===== src/rtl/mtr_pwm_pkg.sv =====
// Shared types, widths and helpers for the dual H-bridge PWM driver.
package mtr_pwm_pkg;

  localparam int unsigned PWM_W = 10;
  localparam int unsigned CMD_W = 11;

  typedef enum logic [1:0] {
    COAST = 2'd0,
    FWD   = 2'd1,
    REV   = 2'd2,
    DEAD  = 2'd3
  } mtr_st_t;

  localparam logic [PWM_W-1:0] CNT_ZERO = {PWM_W{1'b0}};
  localparam logic [PWM_W-1:0] CNT_ONE  = {{(PWM_W-1){1'b0}}, 1'b1};
  localparam logic [PWM_W-1:0] CNT_MAX  = {PWM_W{1'b1}};

  // Magnitude of a two's-complement command; the most negative code saturates to full scale.
  function automatic logic [PWM_W-1:0] sat_mag(input logic [CMD_W-1:0] cmd);
    logic [CMD_W-1:0] abs_v;
    abs_v = cmd[CMD_W-1] ? (~cmd + {{(CMD_W-1){1'b0}}, 1'b1}) : cmd;
    return abs_v[CMD_W-1] ? CNT_MAX : abs_v[PWM_W-1:0];
  endfunction

endpackage


===== src/rtl/mtr_pwm_chan.sv =====
// One motor channel: period-sampled command, direction FSM with reversal
// dead-time, and registered fwd/rev drive compared against the shared counter.
module mtr_pwm_chan
  import mtr_pwm_pkg::*;
#(
  parameter int unsigned DEAD_CYC = 64
) (
  input  logic             clk,
  input  logic             rst,
  input  logic [PWM_W-1:0] cnt,
  input  logic             smp,
  input  logic             go,
  input  logic [CMD_W-1:0] cmd,
  output logic             fwd,
  output logic             rev
);

  localparam logic [PWM_W-1:0] DEAD_LD = PWM_W'(DEAD_CYC);

  mtr_st_t          st_r, st_nxt_s, tgt_r, tgt_nxt_s;
  logic [PWM_W-1:0] tmr_r, tmr_nxt_s;
  logic [PWM_W-1:0] mag_r, mag_s;
  logic             sgn_s;
  logic             fwd_r, rev_r;

  assign sgn_s = cmd[CMD_W-1];
  assign mag_s = sat_mag(cmd);

  // Next-state: go low forces COAST and wins over sample and timer expiry.
  always_comb begin
    st_nxt_s  = st_r;
    tgt_nxt_s = tgt_r;
    tmr_nxt_s = tmr_r;
    if (!go) begin
      st_nxt_s  = COAST;
      tmr_nxt_s = CNT_ZERO;
    end else begin
      case (st_r)
        COAST: begin
          if (smp && (mag_s != CNT_ZERO)) begin
            st_nxt_s = sgn_s ? REV : FWD;
          end else begin
            st_nxt_s = COAST;
          end
        end
        FWD, REV: begin
          if (!smp) begin
            st_nxt_s = st_r;
          end else if (mag_s == CNT_ZERO) begin
            st_nxt_s = COAST;
          end else if (sgn_s == (st_r == FWD)) begin
            // Direction flip: park both legs low before driving the other way.
            st_nxt_s  = DEAD;
            tgt_nxt_s = sgn_s ? REV : FWD;
            tmr_nxt_s = DEAD_LD;
          end else begin
            st_nxt_s = st_r;
          end
        end
        DEAD: begin
          if (tmr_r <= CNT_ONE) begin
            st_nxt_s  = tgt_r;
            tmr_nxt_s = CNT_ZERO;
          end else begin
            tmr_nxt_s = tmr_r - CNT_ONE;
          end
        end
        default: begin
          st_nxt_s  = COAST;
          tmr_nxt_s = CNT_ZERO;
        end
      endcase
    end
  end

  // State, captured magnitude and drive flops; drives are cut the clock after go drops.
  always_ff @(posedge clk) begin
    if (rst) begin
      st_r  <= COAST;
      tgt_r <= COAST;
      tmr_r <= CNT_ZERO;
      mag_r <= CNT_ZERO;
      fwd_r <= 1'b0;
      rev_r <= 1'b0;
    end else begin
      st_r  <= st_nxt_s;
      tgt_r <= tgt_nxt_s;
      tmr_r <= tmr_nxt_s;
      if (smp) begin
        mag_r <= mag_s;
      end
      fwd_r <= go && (st_r == FWD) && (cnt < mag_r);
      rev_r <= go && (st_r == REV) && (cnt < mag_r);
    end
  end

  assign fwd = fwd_r;
  assign rev = rev_r;

endmodule


===== src/rtl/mtr_pwm_drv.sv =====
// Dual-motor H-bridge PWM driver: shared free-running period counter and
// sample strobe feeding one channel per motor.
module mtr_pwm_drv
  import mtr_pwm_pkg::*;
#(
  parameter int unsigned DEAD_CYC = 64
) (
  input  logic             clk,
  input  logic             rst,
  input  logic             go,
  input  logic [CMD_W-1:0] lft,
  input  logic [CMD_W-1:0] rht,
  output logic             fwd_lft,
  output logic             rev_lft,
  output logic             fwd_rht,
  output logic             rev_rht
);

  logic [PWM_W-1:0] cnt_r;
  logic             smp_s;

  // Period counter runs regardless of go so both channels stay phase-locked.
  always_ff @(posedge clk) begin
    if (rst) begin
      cnt_r <= CNT_ZERO;
    end else begin
      cnt_r <= cnt_r + CNT_ONE;
    end
  end

  assign smp_s = (cnt_r == CNT_MAX);

  mtr_pwm_chan #(.DEAD_CYC(DEAD_CYC)) u_lft (
    .clk (clk),
    .rst (rst),
    .cnt (cnt_r),
    .smp (smp_s),
    .go  (go),
    .cmd (lft),
    .fwd (fwd_lft),
    .rev (rev_lft)
  );

  mtr_pwm_chan #(.DEAD_CYC(DEAD_CYC)) u_rht (
    .clk (clk),
    .rst (rst),
    .cnt (cnt_r),
    .smp (smp_s),
    .go  (go),
    .cmd (rht),
    .fwd (fwd_rht),
    .rev (rev_rht)
  );

endmodule


===== config.mk =====
export PLATFORM = sky130hd
export DESIGN_NAME = mtr_pwm_drv
export DESIGN_NICKNAME = d
export VERILOG_FILES = /design/src/rtl/mtr_pwm_pkg.sv /design/src/rtl/mtr_pwm_chan.sv /design/src/rtl/mtr_pwm_drv.sv
export SDC_FILE = /design/constraint.sdc
export NUM_CORES = 1
export LEC_CHECK = 0
export ABC_AREA = 1
export CORE_UTILIZATION = 45
export CTS_BUF_LIST = sky130_fd_sc_hd__clkbuf_16
export DETAILED_ROUTE_END_ITERATION = 10
export GPL_TIMING_DRIVEN = 0
export MAX_ROUTING_LAYER = met4
export PLACE_DENSITY = 0.75
export SLEW_MARGIN = 20
export SYNTH_ARGS = -nofsm -noshare
export SYNTH_HDL_FRONTEND = slang
export SYNTH_SLANG_ARGS = --single-unit

===== constraint.sdc =====
create_clock -name clk -period 4.3 [get_ports clk]
set_input_delay 1.29 -clock clk [delete_from_list [all_inputs] [get_ports clk]]
set_output_delay 1.29 -clock clk [all_outputs]
set_load 0.005 [all_outputs]

# After elaboration in Yosys (flattened, before gate mapping)
# Cells that the tools add are included.
dict set report op_classes {
  n_addsub 5
  multipliers 0
  div 0
  magnitude_cmp 4
  eq_ne 19
  n_shift 0
  n_mux 28
  n_bitwise 5
  reduce_logical 27
}
# op count
set ops {}
lappend ops {{$mux W10} 10}
lappend ops {{$pmux W10 S2} 2}
lappend ops {{$mux W2} 12}
lappend ops {{$add A11 B1 Y11 const B} 2}
lappend ops {{$mux W11} 2}
lappend ops {{$not A11 Y11} 2}
lappend ops {{$le A10 B1 Y1 const B} 2}
lappend ops {{$logic_not A10 Y1} 2}
lappend ops {{$lt A10 B10 Y1} 2}
lappend ops {{$reduce_bool A10 Y1} 2}
lappend ops {{$sub A10 B1 Y10 const B} 2}
lappend ops {{$pmux W2 S3} 2}
lappend ops {{$add A10 B1 Y10 const B} 1}
lappend ops {{$eq A10 B10 Y1 const B} 1}
lappend ops {{$logic_and A1 B1 Y1} 10}
lappend ops {{$ne A2 B1 Y1 const B} 5}
lappend ops {{$reduce_and A5 Y1} 2}
lappend ops {{$eq A2 B2 Y1 const B} 4}
lappend ops {{$reduce_and A4 Y1} 2}
lappend ops {{$ne A2 B2 Y1 const B} 3}
lappend ops {{$ne A3 B1 Y1 const B} 2}
lappend ops {{$reduce_and A3 Y1} 2}
lappend ops {{$reduce_or A2 Y1} 3}
lappend ops {{$eq A2 B1 Y1 const B} 2}
lappend ops {{4 further kinds} 9}
dict set report totals {
  ff_bits 62
  latch_bits 0
  ram_bits 0
  romBits 0
  out_inout_bits 4
  wordCells 101
  mem_count 0
}

# Longest topological paths before layout
# Gate-level depths: netlist (run 1).
dict set report logic_depth {
  word_depth 8
  mapped_depth 17
  ltp_nobuf 17
}

# Cells and area by module
# From an unflattened synthesis (run 1), not the netlist that was laid out.
dict set report unflattened {
  hier_cells 656
  area_unflattened_um2 4236.6
}
# module n_inst cells_each area_per_inst_um2 seq_area_each_um2
set modules_own_cells {}
lappend modules_own_cells {mtr_pwm_chan 2 299 1905.6 520.5}
lappend modules_own_cells {mtr_pwm_drv 1 58 425.4 200.2}

# Worst setup path before layout (run 1)
# OpenSTA, ideal clock, no wires.
dict set report synth_timing {
  path_kind {input-to-reg}
  start {in lft[0]}
  end {reg u_lft.tmr_r[0]}
  arrival_time_ns 2.733
  required_ns 4.226
  slack_ns 1.492
  path_stages 14
  n_path_buf 1
  cell_sequence {inv_1 ha_1 nand3_2 inv_1 nand3_2 nand2_1 nor2_1 nand2_1 nor2_4 nand3_4 nand2_2 buf_6 nand2_1 a21oi_1}
}
dict set report synth_via {
  elab_chain_cells 7
}
# element line_no
set synth_lines {}
lappend synth_lines {{start, declared} mtr_pwm_drv.sv:11} ;# input logic [CMD_W-1:0] lft,
lappend synth_lines {{$not A11 Y11} mtr_pwm_pkg.sv:21} ;# abs_v = cmd[CMD_W-1] ? (~cmd + {{(CMD_W-1){1'b0}}, 1'b1}) : cmd;
lappend synth_lines {{$add A11 B1 Y11} mtr_pwm_pkg.sv:21}
lappend synth_lines {{$mux W11 *} mtr_pwm_pkg.sv:21}
lappend synth_lines {{$mux W10 *} mtr_pwm_pkg.sv:22} ;# return abs_v[CMD_W-1] ? CNT_MAX : abs_v[PWM_W-1:0];
lappend synth_lines {{$logic_not A10 Y1 *} mtr_pwm_chan.sv:49} ;# end else if (mag_s == CNT_ZERO) begin
lappend synth_lines {{$ne A2 B2 Y1 (no line) *} -}
lappend synth_lines {{$reduce_and A4 Y1 (no line) *} -}
lappend synth_lines {{end signal, assigned} mtr_pwm_chan.sv:88} ;# tmr_r <= tmr_nxt_s;
lappend synth_lines {{end, declared} mtr_pwm_chan.sv:21} ;# logic [PWM_W-1:0] tmr_r, tmr_nxt_s;
# Every way passes the cells marked *; elsewhere a longest branch is shown, timed or not.
# A chain may end at the register's enable or synchronous reset.

# Final worst setup path (run 1)
dict set report layout_timing {
  start {in lft[0]}
  end {reg u_lft.tmr_r[9]}
}
# Same word-level chain as after synthesis.

==> flow_summary_export.csv, run 1 <==
group,metric,value,unit
status,status,"finished, final reports clean",
hold_path,worstHoldStart,"u_lft.tgt_r[0]",
die,initial_core_util,46.5,%
synthesis,synth_edf_count,0,
cts,clock_path_buffers,2,
die,fp.dieArea,9990,um^2
sta,setup_tns,0,ns
synthesis,syn_inst,641,
synthesis,synth.top_cell.area_share,28.7,%
global_route,antenna_found_initial,0,
global_route,grt_first_pass_wirelength,17.6,mm
pwr,p_sw,0.337,mW
setup_path,start_kind,"primary input",
cts,cts_root_buf,"clkbuf_16",
synthesis,synth_warnings,0,
synthesis,synthDistinctLibCells,41,
synthesis,synth_top_family_by_area,"simple AND/OR/NAND/NOR gates",
die,rows,35,
sta,max_freq,304,MHz
sta,worstMarginPinSlew,0.767,ns
setup_path,critPathRequiredTime,4.55,ns
global_route,globalRouteTotalUtil,22.2,%
cells_and_area,syn_to_final_growth,15.8,%
sta,fin_ws,1.01,ns
global_route,grt_pass1_vias,4146,
cts,cts_setup_buffers,0,
pwr,p_comb_share,9.7,%
placed_design,hpwl,7.37,mm
cells_and_area,postLayoutCellArea,5000,um^2
run,drv_cap,0,
global_route,grt_max_degree,11,
cts,clock-sinks,62,
placed_design,detailedPlace.worstSlack,0.668,ns
sta,clock-skew-final,0.00835,ns
route,drt_iter0_markers,211,
cells_and_area,fin_nets,736,
synthesis,synth-seq-cells,62,
cells_and_area,drive_above_1_share,9.08,%
synthesis,syn-num-nets,699,
placed_design,portBuffers,26,
die,coreArea,9280,um^2
synthesis,ys.flop_type,"dfxtp_1",
route,routedWlPerCell,12.3,um
cts,ctsHtreeMaxLevel,3,
sta,relSlewSlack,48.7,%
synthesis,yosysTopAreaCell,"dfxtp_1",
cts,numCtsBuffers,9,
synthesis,synthAdderAreaFrac,9.56,%
synthesis,yosys.area_share.simple,34.9,%
die,pin_count,29,
synthesis,syn_area,4320,um^2
route,vias,4249,
die,chipWidth,100,um
synthesis,synthXorXnorAreaFrac,3.85,%
global_route,overflow,0,
sta,fin_crit_sh,76.4,%
synthesis,synth_compound_area_share,12.8,%
setup_path,crit_fanout,10,
cells_and_area,n_antenna_cell,0,
sta,setup_violations,0,
setup_path,r2r_start,"cnt_r[0]",
sta,grt_setup_unrepaired,"no",
pwr,cellLeakagePower,2.23,nW
cts,cts_tree,"yes",
route,via_per_inst,5.23,
cts,cts_hold_buf,0,
route,drc,0,
placed_design,dpl-instance-area,4740,um^2
setup_path,end_kind,"flip-flop",
placed_design,gp_congestion,0.870,
synthesis,synth_area_leaders,"dfxtp_1, nand2_1, ha_1",
synthesis,syn_avg_cell_area,6.74,um^2
route,ant_nets,0,
setup_path,crit_type,"in2reg",
pwr,vdd_ir_drop_max,0.134,mV
die,die_h,100,um
cts,insertion_delay,0.33,ns
synthesis,yosysMostFrequentCell,"nand2_1",
setup_path,crit_arrival,3.53,ns
synthesis,netlist_top_cells_count,"nand2_1, inv_1, nor2_1",
pwr,power.density,270,nW/um^2
setup_path,crit_path_start,"lft[0]",
pwr,switching_share,25.0,%
cts,clkTransAtPathRegs,0.05,ns
cells_and_area,fin_util,53.9,%
pwr,internal-power,1.01,mW
pwr,pwr-share-seq,43.1,%
synthesis,muxShareOfSynthArea,0,%
route,dr.pass1.iters,5,
sta,hold_viol,0,
cts,cts_resized,0,
sta,finalCriticalPeriod,3.29,ns
synthesis,async_flop_share,0,%
pwr,power.share.clock,47.1,%
synthesis,ys_seq_area_share,28.7,%
hold_path,hold_path_class,"reg2reg",
sta,slew_viol_final,0,
route,wl,9.98,mm
cell type report:
| cell class | count | area (um^2) |
|---|---|---|
| Fill cell | 892 | 4280 |
| Multi-Input combinational cell | 475 | 2640 |
| Sequential cell | 62 | 1240 |
| Inverter | 87 | 329 |
| Timing Repair Buffer | 26 | 260 |
| Clock buffer | 9 | 225 |
| Tap cell | 129 | 161 |
| Buffer | 17 | 108 |
| Clock inverter | 7 | 33.8 |
final timing paths:
check / endpoint / slack (ns) / cells past startpoint
worst max-delay path: u_lft.tmr_r[9] / 1.01 / 15
worst min-delay path: u_lft.tgt_r[0] / 0.46 / 2
worst max register to register: u_lft.mag_r[3] / 1.97 / 12
worst min register to register: u_lft.tgt_r[0] / 0.46 / 2
layout by cell type, fill, tap and decap left out, drive strengths merged:
| cell | Yosys | layout |
|---|---|---|
| buf | 10 | 10 |
| a41oi | 1 | 1 |
| and3 | 2 | 2 |
| a21oi | 52 | 52 |
| o211ai | 5 | 5 |
| xor2 | 9 | 9 |
| nand4 | 15 | 15 |
| clkinvlp | 0 | 1 |
| nand3b | 2 | 2 |
| a31oi | 2 | 2 |
| nor2 | 79 | 79 |
| a21boi | 1 | 1 |
| nor4 | 2 | 2 |
| nand2 | 143 | 143 |
| o21ai | 32 | 32 |
| nor3 | 29 | 29 |
| ha | 33 | 33 |
| o31ai | 1 | 1 |
| inv | 85 | 87 |
| a211oi | 2 | 2 |
| o2111ai | 2 | 2 |
| nand3 | 50 | 50 |
| clkdlybuf4s50 | 0 | 26 |
| clkbuf | 7 | 16 |
| o21a | 1 | 1 |
| xnor2 | 10 | 10 |
| dfxtp | 62 | 62 |
| clkinv | 2 | 6 |
| or2 | 2 | 2 |
per-layer routing:
layer	track usage (%)	up-vias	wire, um
li1	-	2172	-
met1	25.7	1955	4550
met2	38.1	101	4810
met3	3.48	21	386
met4	9.81	0	238
met5	-	-	0
power groups by stage:
stage / logic [mW] / registers (mW) / clock network, mW
after floorplan: 0.0829 / 0.592 / 0
after global placement: 0.126 / 0.593 / 0
after detailed placement: 0.129 / 0.593 / 0
after CTS: 0.130 / 0.581 / 0.644
after global routing: 0.147 / 0.581 / 0.670
final: 0.131 / 0.581 / 0.635
cell families (layout without fill, tap and decap cells):
group	after synthesis	after routing
xor gates and xnor gates	19	19
adders and majority gates	33	33
DFF	62	62
and+or+nand+nor	324	324
AOI/OAI and AO/OA	99	99
buffers and inverters	104	146
state kept, by name, indices dropped and copies added (netlist names), 2 cells and up:
register and flops:
u_rht.tgt_r 2, cnt_r 10, u_lft.st_r 2, u_rht.st_r 2, u_lft.mag_r 10, u_lft.tgt_r 2
u_rht.mag_r 10, u_lft.tmr_r 10, u_rht.tmr_r 10
critical path, cell delays in order:
cell,delay [ns]
clkdlybuf4s50_1,0.49
inv_1,0.10
ha_1,0.27
nand3_2,0.12
inv_1,0.07
nand3_2,0.15
nand2_1,0.07
nor2_1,0.12
nand2_1,0.10
nor2_4,0.14
nand3_4,0.14
nand2_2,0.13
buf_6,0.15
nand2_1,0.06
a21oi_1,0.12
through the flow:
stage	hold WS, ns	instances	total power, mW
floorplan	0.422	641	0.675
global placement	0.439	796	0.719
detailed placement	0.445	796	0.722
CTS	0.456	812	1.36
global route	0.474	812	1.40
finish	0.456	812	1.35
No activity file was read; power rests on OpenSTA's default activity.
==> run 2: changes to the inputs <==
--- a/config.mk
+++ b/config.mk
@@ -11,7 +11,7 @@
 export DETAILED_ROUTE_END_ITERATION = 10
 export GPL_TIMING_DRIVEN = 0
 export MAX_ROUTING_LAYER = met4
-export PLACE_DENSITY = 0.75
+export PLACE_DENSITY = 0.77
 export SLEW_MARGIN = 20
 export SYNTH_ARGS = -nofsm -noshare
 export SYNTH_HDL_FRONTEND = slang
==> constraint.sdc (replaced) <==
create_clock -name clk -period 2.6 [get_ports clk]
set_input_delay 0.78 -clock clk [delete_from_list [all_inputs] [get_ports clk]]
set_output_delay 0.78 -clock clk [all_outputs]
set_load 0.005 [all_outputs]
==> run 2 against run 1 <==
  * Register-to-register slack lost 1.7 ns
  * Utilization grew 2.7 points
  * Non-clock buffer count grew 9
  * Sequential share of layout area shrank 1.2 points
  * Clock power grew 84%
  * Final area grew 5.1%
  * Largest power group unchanged
  * Flip-flop and latch count is the same
  * Combinational power grew 85%
  * Worst hold slack gained 0.0054 ns
  * Global-route usage grew 1.1 points
==> flow_summary_export.csv, run 2 (synthesis results as in run 1) <==
group,metric,value,unit
setup_path,end_kind,"flip-flop",
global_route,grt_max_degree,12,
global_route,overflow,0,
global_route,antenna_found_initial,0,
setup_path,crit_arrival,2.73,ns
route,routedWlPerCell,13.2,um
cells_and_area,n_fill_cell,845,
setup_path,crit_fanout,5,
setup_path,r2r-end,"u_lft.tmr_r[1]",
setup_path,crit_type,"in2reg",
route,via_per_inst,5.26,
setup_path,critPathRequiredTime,2.85,ns
cts,clock_path_buffers,2,
pwr,vdd_ir_drop_max,0.248,mV
hold_path,whs_endpoint,"u_lft.mag_r[7]",
cells_and_area,drive_above_1_share,14.3,%
placed_design,gp_congestion,0.912,
cts,ctsHtreeMaxLevel,3,
sta,finalCriticalPeriod,2.48,ns
placed_design,dp_cells,796,
sta,relSlewSlack,60.7,%
die,die_h,100,um
cts,insertion_delay,0.33,ns
placed_design,portBuffers,26,
sta,fin_crit_sh,95.3,%
global_route,globalRouteTotalUtil,23.3,%
die,chipWidth,100,um
sta,setup_violations,0,
global_route,grt_first_pass_wirelength,18.5,mm
run,drv_cap,0,
setup_path,r2r_start,"cnt_r[0]",
placed_design,hpwl,7.55,mm
die,coreArea,9280,um^2
cells_and_area,final_cell_mix,"nand2_1, inv_1, nor2_1, dfxtp_1, a21oi_1",
pwr,cellLeakagePower,2.33,nW
setup_path,start_kind,"primary input",
route,wl,10.8,mm
pwr,power.density,452,nW/um^2
die,fp.dieArea,9990,um^2
cells_and_area,fin_cells,821,
cts,clkTransAtPathRegs,0.05,ns
cts,clock-sinks,62,
route,dr.pass1.iters,5,
die,rows,35,
route,drc,0,
hold_path,hold_path_class,"reg2reg",
cts,cts_root_buf,"clkbuf_16",
sta,max_freq,403,MHz
hold_path,worstHoldStart,"u_lft.mag_r[7]",
cells_and_area,syn_to_final_growth,21.7,%
cells_and_area,fin_nets,745,
status,status,"finished, final reports clean",
route,drt_iter0_markers,256,
route,ant_nets,0,
cts,numCtsBuffers,9,
hold_path,min_path_cells,2,
cells_and_area,final_common_cell,"nand2_1",
sta,hold_viol,0,
sta,worstMarginPinSlew,0.589,ns
sta,slew_viol_final,0,
sta,clock-skew-final,0.00742,ns
cts,cts_tree,"yes",
route,vias,4317,
sta,setup_tns,0,ns
cts,cts_hold_buf,0,
global_route,grt_pass1_vias,4250,
die,pin_count,29,
cells_and_area,n_antenna_cell,0,
die,initial_core_util,46.5,%
setup_path,ff2ff_setup_slack,0.24,ns
setup_path,reg2reg_depth,13,
-- run 2: changes by cell type in the layout (fill, tap and decap cells not counted), sizes merged --
cell and delta:
dlymetal6s2s +4, inv -1, clkinv -2, clkinvlp +2
clkdlybuf4s50 -4, buf +9, bufinv +1
-- run 2: area by class of cell --
cell class                 count  area, um^2  share of cell area [%]
sequential                    62        1240                    23.6
clock buffer                   9         225                    4.29
tap                          129         161                    3.07
multi-input combinational    475        2780                    52.9
inverter                      87         333                    6.33
buffer                        17         108                    2.05
clock inverter                 7        66.3                    1.26
timing repair buffer          35         342                    6.50
-- run 2: critical path, cell delays in order --
cell	delay, ns
clkdlybuf4s50_1	0.47
inv_2	0.06
ha_4	0.18
o21ai_2	0.12
nand2_1	0.08
nor2_1	0.10
nand2_1	0.06
nor2_1	0.10
nand2_1	0.10
nor2_4	0.15
nand2_4	0.09
nand2_2	0.08
nand2_2	0.07
nand2_1	0.09
nand2_2	0.07
a21oi_2	0.13
-- run 2: power breakdown --
part           switching [mW]  internal (mW)
Combinational           0.144         0.0985
Sequential            0.00607          0.954
Clock                   0.441          0.734
-- run 2: stage by stage --
step	utilization [%]	hold slack, ns	setup slack (ns)	power (mW)	instance area [um^2]
2_1_floorplan	-	0.422	0.302	1.12	4320
3_3_place_gp	51.1	0.437	-0.435	1.19	4740
3_5_place_dp	51.1	0.457	-0.523	1.20	4740
4_1_cts	55.5	0.465	0.00256	2.37	5150
5_1_grt	56.6	0.485	-0.00172	2.46	5260
6_report	56.6	0.461	0.121	2.38	5260
-- run 2: how the worst max path moves through the flow --
stage                     endpoint  slack [ns]    from  depth (start not counted)
global placement    u_lft.tmr_r[8]       -0.44  lft[0]                         15
detailed placement  u_lft.tmr_r[2]       -0.52  lft[0]                         15
global route        u_lft.tmr_r[4]      -0.002  lft[1]                         15
CTS                  u_lft.st_r[0]       0.003  lft[0]                         16
finish               u_lft.st_r[0]        0.12  lft[1]                         16
floorplan           u_lft.tmr_r[0]        0.30  lft[0]                         14
-- run 2: what timing repair did --
item                                    CTS  global route
endpoints found under the setup margin   27            26
setup buffers                             6             1
pin swaps                                 8             7
resized for setup                        16            29
gates cloned                              1             1
-- run 2: routing by layer --
layer	track usage, %	wire [um]	vias to the layer above
met3	2.51	392	19
met4	9.81	222	0
met1	26.7	4740	2007
met5	-	0	-
li1	-	-	2198
met2	41.4	5460	93
